===== config.mk =====
export PLATFORM = sky130hd
export DESIGN_NAME = scmp_bus_arb
export DESIGN_NICKNAME = d
export VERILOG_FILES = /design/src/rtl/scmp_arb_pkg.sv /design/src/rtl/scmp_arb_rr.sv /design/src/rtl/scmp_bus_arb.sv
export SDC_FILE = /design/constraint.sdc
export NUM_CORES = 1
export LEC_CHECK = 0
export ABC_AREA = 1
export CAP_MARGIN = 10
export CORE_MARGIN = 4
export CORE_UTILIZATION = 45
export CTS_CLUSTER_DIAMETER = 80
export DETAILED_ROUTE_END_ITERATION = 12
export PLACE_DENSITY = 0.68
export REMOVE_ABC_BUFFERS = 1
export SETUP_SLACK_MARGIN = 0.2
export SLEW_MARGIN = 20
export SYNTH_ARGS = -nofsm -noshare
export SYNTH_HDL_FRONTEND = slang
export SYNTH_SLANG_ARGS = --single-unit

===== constraint.sdc =====
create_clock -name clk -period 3.95 [get_ports clk]
set_input_delay 0.79 -clock clk [delete_from_list [all_inputs] [get_ports clk]]
set_output_delay 0.79 -clock clk [all_outputs]
set_load 0.05 [all_outputs]

===== src/rtl/scmp_arb_pkg.sv =====
// Shared types and helpers for the scmp bus arbiter: state encoding, requester limit,
// and the round-robin search used by the picker.
package scmp_arb_pkg;

  localparam int unsigned NREQ_MAX = 4;

  typedef enum logic [1:0] {
    StIdle,
    StGrant,
    StDrain,
    StTurn
  } arb_state_e;

  // Returns {found, index}; the search begins one past 'last' and wraps modulo n.
  function automatic logic [2:0] rr_pick(input logic [NREQ_MAX-1:0] req,
                                         input logic [1:0]          last,
                                         input int unsigned         n);
    logic [2:0] n3;
    logic [2:0] cand;
    logic [2:0] res;
    n3  = 3'(n);
    res = '0;
    for (int k = 1; k <= NREQ_MAX; k++) begin
      cand = {1'b0, last} + 3'(k);
      if (cand >= n3) cand = cand - n3;
      if (3'(k) <= n3 && !res[2] && req[cand[1:0]]) res = {1'b1, cand[1:0]};
    end
    return res;
  endfunction

endpackage


===== src/rtl/scmp_arb_rr.sv =====
// Combinational round-robin picker: request vector and last owner in, one-hot winner,
// winner index and a valid flag out.
module scmp_arb_rr
  import scmp_arb_pkg::*;
#(
  parameter int unsigned NREQ = 4
) (
  input  logic [NREQ-1:0] req,
  input  logic [1:0]      last,
  output logic [NREQ-1:0] win_oh,
  output logic [1:0]      win_idx,
  output logic            win_vld
);

  logic [NREQ_MAX-1:0] req_ext;
  logic [2:0]          pick;

  always_comb begin
    req_ext            = '0;
    req_ext[NREQ-1:0]  = req;
    pick               = rr_pick(req_ext, last, NREQ);
    win_vld            = pick[2];
    win_idx            = pick[1:0];
    win_oh             = '0;
    for (int i = 0; i < int'(NREQ); i++) begin
      win_oh[i] = pick[2] && (pick[1:0] == 2'(i));
    end
  end

endmodule


===== src/rtl/scmp_bus_arb.sv =====
// Round-robin bus arbiter with drain-on-activity and turnaround gap.
// Optional grant timeout and requester masking under `define SCMP_ARB_TIMEOUT_EN.
module scmp_bus_arb
  import scmp_arb_pkg::*;
#(
  parameter int unsigned NREQ        = 4,
  parameter int unsigned TURN_CYCLES = 1,
  parameter int unsigned TIMEOUT     = 255
) (
  input  logic            clk,
  input  logic            rst_n,
  input  logic [NREQ-1:0] breq,
  input  logic            bus_act,
  output logic [NREQ-1:0] gnt,
  output logic [1:0]      owner,
  output logic            busy,
  output logic            tmo
);

  localparam logic [1:0] TurnLoad = (TURN_CYCLES == 0) ? 2'd0 : 2'(TURN_CYCLES - 1);
  localparam logic [1:0] LastInit = 2'(NREQ - 1);

  if (NREQ < 2 || NREQ > NREQ_MAX || TURN_CYCLES > 3 || TIMEOUT < 1 || TIMEOUT > 255)
  begin : g_param_chk
    $error("scmp_bus_arb: parameter out of range");
  end

  arb_state_e      state_q;
  logic [NREQ-1:0] gnt_q;
  logic [1:0]      owner_q;
  logic [1:0]      last_q;
  logic [1:0]      turn_cnt_q;
  logic            busy_q;

  logic [NREQ-1:0] cand;
  logic [NREQ-1:0] win_oh;
  logic [1:0]      win_idx;
  logic            win_vld;
  logic            own_req;
  logic            clear_gnt;
  logic            timeout_hit;

  // gnt is one-hot, so this is breq[owner] while a grant is held.
  assign own_req   = |(breq & gnt_q);
  assign clear_gnt = !bus_act && (state_q == StDrain || (state_q == StGrant && !own_req));

`ifdef SCMP_ARB_TIMEOUT_EN
  localparam logic [7:0] TmoLast = 8'(TIMEOUT - 1);

  logic [7:0]      tmo_cnt_q;
  logic [NREQ-1:0] mask_q;
  logic            to_flag_q;
  logic            tmo_q;

  assign cand        = breq & ~mask_q;
  assign timeout_hit = (state_q == StGrant) && own_req && (tmo_cnt_q == TmoLast);
  assign tmo         = tmo_q;

  always_ff @(posedge clk or negedge rst_n) begin
    if (!rst_n) begin
      tmo_cnt_q <= '0;
      mask_q    <= '0;
      to_flag_q <= 1'b0;
      tmo_q     <= 1'b0;
    end else begin
      tmo_q  <= clear_gnt && to_flag_q;
      // A timed-out owner stays masked until it drops its request.
      mask_q <= (mask_q & breq) | ((clear_gnt && to_flag_q) ? gnt_q : '0);
      if (state_q == StIdle && win_vld) begin
        tmo_cnt_q <= '0;
        to_flag_q <= 1'b0;
      end else if (state_q == StGrant && own_req && !timeout_hit) begin
        tmo_cnt_q <= tmo_cnt_q + 8'd1;
      end
      if (timeout_hit) to_flag_q <= 1'b1;
    end
  end
`else
  assign cand        = breq;
  assign timeout_hit = 1'b0;
  assign tmo         = 1'b0;
`endif

  scmp_arb_rr #(
    .NREQ(NREQ)
  ) u_rr (
    .req    (cand),
    .last   (last_q),
    .win_oh (win_oh),
    .win_idx(win_idx),
    .win_vld(win_vld)
  );

  always_ff @(posedge clk or negedge rst_n) begin
    if (!rst_n) begin
      state_q    <= StIdle;
      gnt_q      <= '0;
      owner_q    <= '0;
      last_q     <= LastInit;
      turn_cnt_q <= '0;
      busy_q     <= 1'b0;
    end else if (clear_gnt) begin
      gnt_q      <= '0;
      turn_cnt_q <= TurnLoad;
      if (TURN_CYCLES == 0) begin
        state_q <= StIdle;
        busy_q  <= 1'b0;
      end else begin
        state_q <= StTurn;
      end
    end else begin
      unique case (state_q)
        StIdle: begin
          if (win_vld) begin
            state_q <= StGrant;
            gnt_q   <= win_oh;
            owner_q <= win_idx;
            last_q  <= win_idx;
            busy_q  <= 1'b1;
          end
        end
        // Reaching here with !own_req means bus_act is high: wait out the transfer.
        StGrant: if (!own_req || timeout_hit) state_q <= StDrain;
        StTurn: begin
          if (turn_cnt_q == 2'd0) begin
            state_q <= StIdle;
            busy_q  <= 1'b0;
          end else begin
            turn_cnt_q <= turn_cnt_q - 2'd1;
          end
        end
        default: ;
      endcase
    end
  end

  assign gnt   = gnt_q;
  assign owner = owner_q;
  assign busy  = busy_q;

endmodule

==> flow_results.org, run 1 <==
** Synth
- The synthesized design devotes to its leading area cell type a little over a quarter of total area.
- Number of synthesized flops with an enable pin :: 0
- In the synthesized netlist the dominant register cell turns out to be dfrtp_1.
- Summing every instance area after synthesis gives just over 1000 um^2.
- Summed over all instances, the cell type with the most area after synthesis is dfrtp_1.
- Most common cell in the netlist :: nand2_1
- Counting flops and latches in the post-synthesis netlist gives 13.
- Cell count after synthesis :: around 140
- Ranked by total cell area, the synthesized netlist is headed by dfrtp_1, nand2_1, ha_1, nand3_1, nand2_2.
- Averaged over all synthesized cells, the footprint is 7.08 um^2.
- Counting distinct cell types in the post-synthesis netlist gives 24.
- Share of the yosys chip area belonging to registers :: roughly 32%
- Async set-or-reset flop fraction in the synthesized netlist :: 100%
- By count the netlist is led by nand2_1, nand3_1, inv_1.
- The Yosys step of the flow raised 0 warnings.

** Setup path
- Buffers and inverters on the worst path :: 1
- Slowest cell on crit path :: clkdlybuf4s50_1
- Of all nets on the critical path, the largest fanout is 9.
- Worst path cell trace :: clkdlybuf4s50_1 -> a21oi_1 -> nand4_1 -> nand2_1 -> nand2_1 -> o21ai_0 -> nand2_1 -> nand2_1 -> nand2_1
- The cell family contributing the most delay on the critical path is simple AND/OR/NAND/NOR gates.
- Cell occurring most often along the worst timing path :: nand2_1
- Launching element type of the critical path :: input port
- Category of the critical setup timing path :: in2reg
- STA puts the critical path data required time at 4.13 ns.
- Data arrival at the endpoint of the critical path :: ~2.5 ns
- The largest single stage delay on the critical path is 0.51 ns.
- STA classifies the critical path endpoint as a flip-flop.

** Timing
- Hold violation count in the final report :: 0
- In this run the tightest slew margin relative to its limit is 59.6%.
- The smallest clock period supported by the final layout is computed as around 2.3 ns.
- Setup repair after global routing left no endpoint under its margin.
- Sum of negative setup slack :: 0 ns
- Total of endpoints with negative setup slack in the final report :: 0
- The count of pins over their slew limit came to 0.
- Final Skew :: approximately 0.0038 ns
- Timing-limited maximum frequency :: ~0.43 GHz
- Transition time at the pin with the least slew margin :: about 0.60 ns
- In the finished design, the share of the clock period the worst path needs comes to around 59%.

** Cells and area
- The number of antenna diodes in the final layout is 0.
- Post-route cell area :: roughly 1200 um^2
- Relative to the synthesized area, the layout overhead comes to 16.8%.
- Excluding fillers, the count of instances in the completed layout stands at 186.
- Number of filler cells placed in the layout :: about 190
- The net count of the finished layout is between 150 and 200.
- Fraction of final layout cells with drive strength greater than 1 :: 17.6%

** Placed design
- Final weighted congestion of routability-driven global placement :: 0.866
- Port Buffer Count :: 13
- Total instance count after detailed placement :: 182
- In this run the cell area measured after placement is around 1200 um^2.
- The wire-length estimate of the detail-placed layout is 1.77 mm.

** CTS
- Counting the buffers created by CTS gives 3.
- Clk Tree Root Cell :: clkbuf_4
- After clock tree synthesis, the repair step resized 0 gates.
- TritonCTS built the clock tree.
- The clock passes through at most 2 buffers.
- Clock-pin slew was measured on the worst setup and hold paths at 0.08 ns.
- Counting every sink on the clock net gives 13.
- In this run the number of H-tree levels came out at 1.
- The number of setup buffers added after CTS is 0.
- Clk_lat worst skew :: approximately 0.28 ns
- In this run, post-CTS hold repair placed 0 buffers.

** Power and ir drop
- Across the VDD grid, the largest voltage drop is around 0.55 mV.
- Leakage :: 0.640 nW
- Dividing total power by cell area gives a power density of roughly 930 nW/um^2.
- After layout, the design draws a total of 1.11 mW.

** Routing
- For this block, the via count after detailed routing is ~930.
- Avg WL per Cell :: ~12 um
- TritonRoute pass-1 iters :: 4
- Total DRC errors in the routed layout :: 0
- The routed design has around 2.3 mm of wire.
- The count of nets left with antenna violations once routing finished came out at 0.
- Using the TritonRoute via totals, the vias-per-cell ratio works out to approximately 5.
- The first routing iteration left 20 violations.

** Global route
- Entering global routing, the biggest net connects 14 pins.
- The initial antenna violation count came to 0.
- The first global-routing pass estimated between 3 and 4 mm of wire.
- GRT Residual Overflow :: 0
- Across every metal layer, demand over resource in global routing totals between 10% and 20%.
- The via count of the first global-routing pass is 877.

** Floorplanning
- In this run the count of I/O pins placed on the die edge is 15.
- In this run the standard cell core region covers between 2000 and 2500 um^2.
- Placement Rows :: 16
- The die is 55.6 um tall.
- Full die area :: ~3100 um^2
- The initial utilization of the core area, before any placement, comes to around 50%.
- The die is ~56 um wide.

** Flow run
- Max-cap violations :: 0

** Hold path
- Worst hold-check path type :: reg2reg

** Status
- Status :: complete, no violations
state kept, by name, summed over array words and instances, names as in the netlist:
register and cells:
busy 1, gnt 4, last_q 2, owner 2, state_q 2, turn_cnt_q 2
worst reg2reg max path, cell delays in order (launching register included):
cell     delay (ns)
dfrtp_1        0.42
inv_1          0.11
ha_1           0.19
inv_1          0.07
a21oi_1        0.16
nand4_1        0.17
nand2_1        0.12
nand2_1        0.22
o21ai_0        0.23
nand2_1        0.12
nand2_1        0.07
nand2_1        0.05
worst paths after layout:
path,startpoint,endpoint,slack (ns),cells after the start
worst max-delay path,breq[0],state_q[0],1.63,9
worst min-delay path,busy,busy,0.49,2
worst max register to register,state_q[1],state_q[0],1.92,11
worst min register to register,busy,busy,0.49,2
max in group asynchronous,rst_n,gnt[0],2.67,1
min in group asynchronous,rst_n,owner[1],0.89,1
metrics by stage:
step                      util [%]  hold slack, ns  setup slack, ns
final                         57.8           0.494             1.63
after global routing          57.8           0.506             1.53
after CTS                     57.8           0.494             1.67
after detailed placement      56.5           0.473             1.42
after global placement        56.5           0.459             1.46
after floorplan                  -           0.453             2.27
report_power, final:
part	internal, mW	total, mW	switching [mW]
logic	0.258	0.780	0.522
clock network	0.0392	0.0836	0.0444
registers	0.194	0.249	0.0549
total	0.491	1.11	0.622
kinds of logic after synthesis:
kind of cell,synth area share (%)
and+or+nand+nor,47.2
buffers and inverters,8.96
DFF,32.1
AOI/OAI and AO/OA,3.93
adders and majority gates,7.36
other,0.368
cells in the final DEF, fill, tap and decap left out, drive strengths merged:
| master | n |
|---|---|
| nand2 | 68 |
| inv | 18 |
| nand3 | 16 |
| clkdlybuf4s50 | 13 |
| dfrtp | 11 |
| nor2 | 7 |
| ha | 6 |
| o21ai | 6 |
| clkbuf | 4 |
| nand4 | 3 |
| a21oi | 2 |
| dfstp | 2 |
| or2 | 1 |
| nor2b | 1 |
| conb | 1 |
routing by layer:
metal | GRT usage (%) | part of all wire, % | routed length (um)
met1 | 20.3 | 47 | 1080
met2 | 25.0 | 45 | 1030
met3 | 4.87 | 5.1 | 116
met4 | 5.90 | 2.2 | 50
met5 | 0 | 0 | 0
area by class of cell:
cell class                      instances  area (um^2)  share of cell area, %
Timing Repair Buffer                   13          130                   10.9
Clock buffer                            4         26.3                   2.21
Tap cell                               27         33.8                   2.84
Inverter                               18         72.6                   6.09
Multi-Input combinational cell        111          601                   50.4
Sequential cell                        13          328                   27.5
Power figures use the tool's default switching activity.
==> run 2, diff against run 1 <==
- clock period: 3.95 -> 2.15 ns (I/O delays scaled with it)
==> flow_results.org, run 2 (synthesis gave the netlist of run 1 again) <==
** Floorplanning
- Die Width :: 55.6 um (unchanged)
- Die Y-Extent :: 55.6 um (unchanged)
- The starting density of the core is 49.5% (unchanged).
- The floorplan die area came to 3090 um^2 (unchanged).
- Placement Rows :: 16 (unchanged)
- Area inside the core boundary :: 2060 um^2 (unchanged)
- Top-level I/O count :: 15 (unchanged)

** Timing
- Worst slew margin :: 59.8% (+0.15 points)
- Total of endpoints with negative setup slack in the final report :: 0 (unchanged)
- The least setup slack across all paths after layout came to 0.241 ns (-1.39 ns).
- Timing-limited maximum frequency :: between 0.5 and 0.6 GHz
- Number of slew-limit violations in the final report :: 0 (unchanged)
- Fin Hold WS :: 0.501 ns (+0.00648 ns)
- Unrepaired setup endpoints after global routing :: no
- The total count of hold-check failures in the final report was 0 (unchanged).
- The actual transition at the worst max-transition pin is 0.601 ns (-0.00227 ns).
- Final Skew :: 0.000463 ns (-0.00331 ns)
- Sum of negative setup slack :: 0 ns (unchanged)
- Final critical-path required period :: around 1.9 ns
- In the finished design, the share of the clock period the worst path needs comes to approximately nine tenths.

** Setup path
- The kind of cell with the highest combined delay along the critical path is buffers and inverters.
- The setup slack on the worst flop-to-flop path came to 0.34 ns (-1.58 ns).
- Worst path cell trace :: clkdlybuf4s50_1
- Launching element type of the critical path :: flip-flop
- The worst setup path is of the reg2out kind.
- The required time at the endpoint of the critical path was 1.72 ns (-2.41 ns).
- The delay of the slowest cell on the worst path was 0.81 ns (+0.30 ns).
- The data arrival time of the worst path is 1.48 ns (-1.01 ns).
- Max Fanout on Critical Path :: 3 (-6)
- Buffers and inverters on the worst path :: 1 (unchanged)
- Among all stages on the critical path, the largest delay is contributed by clkdlybuf4s50_1.
- The worst setup path is captured at an output pin.

** Cells and area
- The number of diodes added for antenna fixing was 0 (unchanged).
- The library cell used most frequently in the layout, excluding fill and tap cells, is nand2_1.
- The library cells used most frequently in the layout, excluding fill and tap cells, are nand2_1, nand3_1, inv_1, clkdlybuf4s50_1, dfrtp_1.
- The layout cell share with drive strength beyond 1 came to 18.9% (+1.3 points).
- The number of filler instances in the final layout came to 194 (+1.0%).
- Layout Nets :: 173 (unchanged)
- Max reg flops :: 4 (unchanged)
- The area growth from synthesis to layout is 17.9%.

** Global route
- First-pass GRT wire length :: 3.84 mm (-1.9%)
- The overall track demand over capacity in global routing was 15.4% (-0.44 points).
- The remaining global-route overflow was 0 (unchanged).
- The via count of the first global-routing pass was 874 (-0.34%).
- The maximum number of pins on one net before global-route repair was 14 (unchanged).
- Initial antenna violation count :: 0 (unchanged)

** Power and ir drop
- Power consumption :: 2.07 mW (+87%)
- Power per Cell Area :: 1730 nW/um^2 (+85%)
- Leakage :: 0.647 nW (+1.1%)
- The worst ir drop on vdd was 0.927 mV (+67%).

** CTS
- Clk_lat worst skew :: 0.28 ns (about the same)
- The hold-fix buffer count after cts is 0 (unchanged).
- Number of resized instances in the post-cts repair step :: 1 (+1)
- The post-CTS clock slew at the launch and capture registers of the worst setup and hold paths came to 0.08 ns (about the same).
- Inserted Clock Buffers :: 3 (unchanged)
- The number of sinks driven by the clock tree came to 13 (unchanged).
- Clock Tree Buf Depth :: 2 (unchanged)
- Number of buffers inserted by post-CTS setup repair :: 0 (unchanged)
- TritonCTS clock tree :: yes
- The cell sitting at the root of the clock tree is a clkbuf_4.
- H-tree levels :: 1 (unchanged)

** Flow run
- Max-cap violations :: 0 (unchanged)

** Status
- The flow ran to the end, and the final reports show no timing, DRC or antenna violations.

** Routing
- The number of DRC markers after the initial detailed-route iteration came to 30 (+50%).
- Drt via density :: 5.09 (+2.0%)
- TritonRoute pass-1 iters :: 4 (unchanged)
- Total DRC errors in the routed layout :: 0 (unchanged)
- The vias after detailed routing was 947 (+2.0%).
- The final routed wire length divided by cell count came to 12.3 um (+0.31%).
- Wirelength, routed :: 2.29 mm (+0.31%)
- The number of nets with antenna violations after routing was 0 (unchanged).

** Placed design
- Post-detailed-placement half-perimeter wirelength :: 1.76 mm (-0.22%)
- The number of buffers added on ports was 13 (unchanged).
- Worst slack at placement :: -0.0283 ns (-1.44 ns)
- The last weighted congestion value of the routability-driven placer was 0.866 (about the same).

** Hold path
- Worst hold-check path type :: reg2reg
[run 2: path summary, 6_finish.rpt]
kind,from,end,cells after the start
max,gnt[0],gnt[0],1
min,busy,busy,2
max reg2reg,state_q[1],state_q[0],11
min reg2reg,busy,busy,2
max in group asynchronous,rst_n,state_q[0],1
min in group asynchronous,rst_n,owner[0],1
[run 2: area by class of cell]
| type | instances | area, um^2 | share of cell area [%] |
|---|---|---|---|
| clock buffers | 4 | 26.3 | 2.19 |
| inverters | 18 | 72.6 | 6.04 |
| multi-input cells | 111 | 612 | 50.9 |
| flip-flops and latches | 13 | 328 | 27.3 |
| well taps | 27 | 33.8 | 2.81 |
| repair buffers | 13 | 130 | 10.8 |
[run 2: metal layers]
| layer | GRT usage (%) | vias to the layer above | wire (um) |
|---|---|---|---|
| met1 | 19.5 | 430 | 1010 |
| met2 | 25.5 | 35 | 1100 |
| met3 | 5.10 | 2 | 174 |
| met4 | 3.47 | 0 | 14 |
| met5 | 0 | - | 0 |
| li1 | - | 480 | - |
[run 2: worst register-to-register path: stages (launching register included)]
cell     delay [ns]
dfrtp_1        0.42
inv_1          0.11
ha_1           0.19
inv_1          0.07
a21oi_1        0.15
nand4_1        0.18
nand2_1        0.18
nand2_4        0.12
o21ai_2        0.10
nand2_1        0.09
nand2_1        0.06
nand2_1        0.05
[run 2: power breakdown]
group / internal [mW] / switching [mW]
Sequential: 0.356 / 0.100
Combinational: 0.485 / 0.979
Clock: 0.0721 / 0.0820
Total: 0.913 / 1.16
[run 2: per-stage QoR]
stage / area (um^2) / utilization, % / instances
2_1_floorplan: 1000 / - / 142
3_3_place_gp: 1160 / 56.5 / 182
3_5_place_dp: 1160 / 56.5 / 182
4_1_cts: 1190 / 57.8 / 186
5_1_grt: 1200 / 58.3 / 186
6_report: 1200 / 58.3 / 186
==> run 3, diff against run 2 <==
- CORE_UTILIZATION: 45 -> 50
- PLACE_DENSITY: 0.68 -> 0.74
- SLEW_MARGIN: 20 -> 15
==> flow_results.org, run 3 (synthesis gave the netlist of run 1 again) <==
** Status
- Status :: complete, no violations

** Routing
- The detailed-routing iteration count for the pre-antenna-repair pass was 4 (unchanged).
- Avg WL per Cell :: 11.2 um (-9.3%)
- The aggregate routed wire length is 2.08 mm (-9.3%).
- DRT antenna net count :: 0 (unchanged)
- Total via count after detailed routing :: 911 (-3.8%)
- Drt via density :: 4.90 (-3.8%)
- Total DRC errors in the routed layout :: 0 (unchanged)
- Iteration-0 DRC Markers :: 24 (-20%)

** Timing
- Final period utilization :: 87.3% (-1.5 points)
- Total of endpoints with negative setup slack in the final report :: 0 (unchanged)
- The total count of hold-check failures in the final report is 0 (unchanged).
- Unrepaired setup endpoints after global routing :: no
- The worst clock skew came to 0.00765 ns (+0.00718 ns).
- The sum of negative setup slack is 0 ns (unchanged).
- Worst slew margin :: 63.0% (+3.2 points)
- Transition time at the pin with the least slew margin :: 0.554 ns (-0.0475 ns)
- The count of pins over their slew limit is 0 (unchanged).
- Timing-limited maximum frequency :: 0.533 GHz (+1.7%)
- The minimum clock period after layout is 1.88 ns (-0.0325 ns).

** Power and ir drop
- The proportion of power drawn by flip-flops and latches came to 22.5% (+0.5 points).
- The switching power is 1.13 mW (-2.4%).
- The combinational cell fraction of total power was 70.2% (-0.4 points).
- Power per Cell Area :: 1690 nW/um^2 (-2.0%)
- Part of the power in the clock network :: 7.3% (about the same)
- The internal power came to 907 uW (-0.67%).
- Switch share :: 55.5% (-0.43 points)
- The overall power after layout was 2.04 mW (-1.6%).
- Maximum VDD drop :: 0.748 mV (-19%)
- The static leakage was 0.707 nW (+9.3%).

** Setup path
- The worst-case reg-to-reg path depth is 11 (unchanged).
- The data arrival time of the worst path was 1.45 ns (-0.03 ns).
- Launching element type of the critical path :: flip-flop
- Max Fanout on Critical Path :: 2 (-1)
- End of the worst register-to-register path :: state_q[0]
- Worst path cell trace :: clkdlybuf4s50_1
- The startpoint identified for the worst register-to-register timing path is state_q[1].
- Number of logic stages on the critical path including buffering :: 1 (unchanged)
- Worst setup slack for register-to-register paths :: 0.38 ns (+0.04 ns)
- Category of the critical setup timing path :: reg2out
- The required time at the endpoint of the critical path came to 1.72 ns (about the same).
- Slowest cell on crit path :: clkdlybuf4s50_1
- STA classifies the critical path endpoint as an output pin.
- The delay of the slowest cell on the worst path was 0.81 ns (about the same).
- The worst path buffer plus inverter count came to 1 (unchanged).
- Family with the most delay on the worst path :: buffers and inverters

** CTS
- Register clock-pin slew on the reported worst setup and hold paths :: 0.08 ns (about the same)
- The number of buffers added by the clock tree synthesis step was 3 (unchanged).
- The depth of the CTS H-tree is 1 (unchanged).
- The number of post-CTS setup repair buffers was 0 (unchanged).
- Clk Tree Root Cell :: clkbuf_4
- The number of sinks driven by the clock tree was 13 (unchanged).
- Clock Tree Buf Depth :: 2 (unchanged)
- TritonCTS clock tree :: yes
- Clk_lat worst skew :: 0.28 ns (about the same)

** Placed design
- The count of placed standard cells including taps is 182 (unchanged).
- The HPWL after detailed placement is 1.69 mm (-4.0%).
- Final weighted congestion of routability-driven global placement :: 0.872 (+0.73%)
- Port Buffer Count :: 13 (unchanged)
- Area after detailed placement :: 1160 um^2 (unchanged)

** Hold path
- The path class of the tightest hold or removal check is reg2reg.
- The worst hold path terminates at turn_cnt_q[0].
- Origin of the worst min-delay path :: turn_cnt_q[0]
- Hold-critical path depth :: 1 (-1)

** Floorplanning
- Die Width :: 53.2 um (-4.4%)
- Initial standard-cell utilization of the core :: 52.5% (+3.1 points)
- Die Y-Extent :: 53.2 um (-4.4%)
- Top-level I/O count :: 15 (unchanged)
- Full die area :: 2830 um^2 (-8.6%)
- Area inside the core boundary :: 1940 um^2 (-5.8%)
- Placement Rows :: 16 (unchanged)

** Cells and area
- The footprint of the flip-flops and latches was 328 um^2 (unchanged).
- The number of nets in the finished design was 173 (unchanged).
- Most frequent standard cell in the layout excluding fill and tap cells :: nand2_1
- The flip-flop count of the largest register, all copies and words added is 4 (unchanged).
- Number of filler cells placed in the layout :: 178 (-8.2%)
- The area growth from synthesis to layout is 18.4%.
- Number of antenna diodes :: 0 (unchanged)
- Final cell count without fillers :: 186 (unchanged)
- Fraction of final layout cells with drive strength greater than 1 :: 18.9% (unchanged)
- The core utilization of the finished layout was 62.2% (+3.9 points).
- The area of the multi-input gates was 607 um^2 (-0.82%).
- The library cells used most frequently in the layout, excluding fill and tap cells, are nand2_1, nand3_1, inv_1, dfrtp_1, nand2_2.
- Post-route cell area :: 1210 um^2 (+0.42%)

** Global route
- The global-route wire length before repair came to 3.51 mm (-8.4%).
- The maximum number of pins on one net before global-route repair is 14 (unchanged).
- Initial antenna violation count :: 0 (unchanged)
- The overall track demand over capacity in global routing is 17.0% (+1.6 points).
- The via count of the first global-routing pass is 856 (-2.1%).
- GRT Residual Overflow :: 0 (unchanged)

** Flow run
- Max-cap violations :: 0 (unchanged)
run 3: changes by cell type in the layout (fill, tap and decap cells not counted), sizes merged:
| cell | delta |
|---|---|
| clkdlybuf4s50 | -4 |
| dlymetal6s2s | +4 |
run 3: how the worst max path moves through the flow:
stage | from | endpoint | slack (ns)
final | owner[0] | owner[0] | 0.27
after detailed placement | breq[0] | state_q[0] | 0.08
after CTS | state_q[1] | state_q[0] | 0.22
after global placement | breq[0] | state_q[1] | 0.08
after global routing | state_q[1] | state_q[1] | 0.20
after floorplan | state_q[1] | state_q[0] | 0.56
run 3: worst reg2reg max path: cells and delay by family, from the launching register on:
kind | cells | cell delay, ns
AOI/OAI and AO/OA | 2 | 0.25
adders and majority gates | 1 | 0.20
DFF | 1 | 0.42
and+or+nand+nor | 6 | 0.62
buffers and inverters | 2 | 0.19
run 3: power groups by stage:
stage          combinational [mW]  sequential, mW  clock (mW)
3_5_place_dp                 1.41           0.466           0
3_3_place_gp                 1.39           0.464           0
4_1_cts                      1.42           0.461       0.155
6_report                     1.43           0.459       0.150
5_1_grt                      1.61           0.470       0.169
2_1_floorplan               0.954           0.611           0
run 3: per-layer routing:
layer  part of all wire (%)  wire length [um]  up-vias  GRT usage [%]
met5                      0                 0        -              0
met4                   0.67                14        0           3.40
met3                    5.4               112        2           6.48
met2                     49              1020       25           29.5
met1                     44               924      410           19.8
li1                       -                 -      474              -
run 3: stage by stage:
| step | worst slack, ns | hold slack [ns] |
|---|---|---|
| finish | 0.274 | 0.495 |
| global route | 0.200 | 0.521 |
| CTS | 0.221 | 0.495 |
| detailed placement | 0.0776 | 0.475 |
| global placement | 0.0848 | 0.454 |
| floorplan | 0.560 | 0.134 |
run 3: final cells by class:
class	count	share of cell area, %
Multi-Input combinational cell	111	50.3
Sequential cell	13	27.2
Inverter	18	6.01
Clock buffer	4	2.18
Tap cell	27	2.80
Timing Repair Buffer	13	11.6
run 3: timing repair:
| action | in CTS | in global routing |
|---|---|---|
| gates resized for setup | 0 | 7 |
| hold buffers | 0 | 0 |
| endpoints found under the hold margin | 0 | 0 |
| setup endpoints to repair | 0 | 10 |
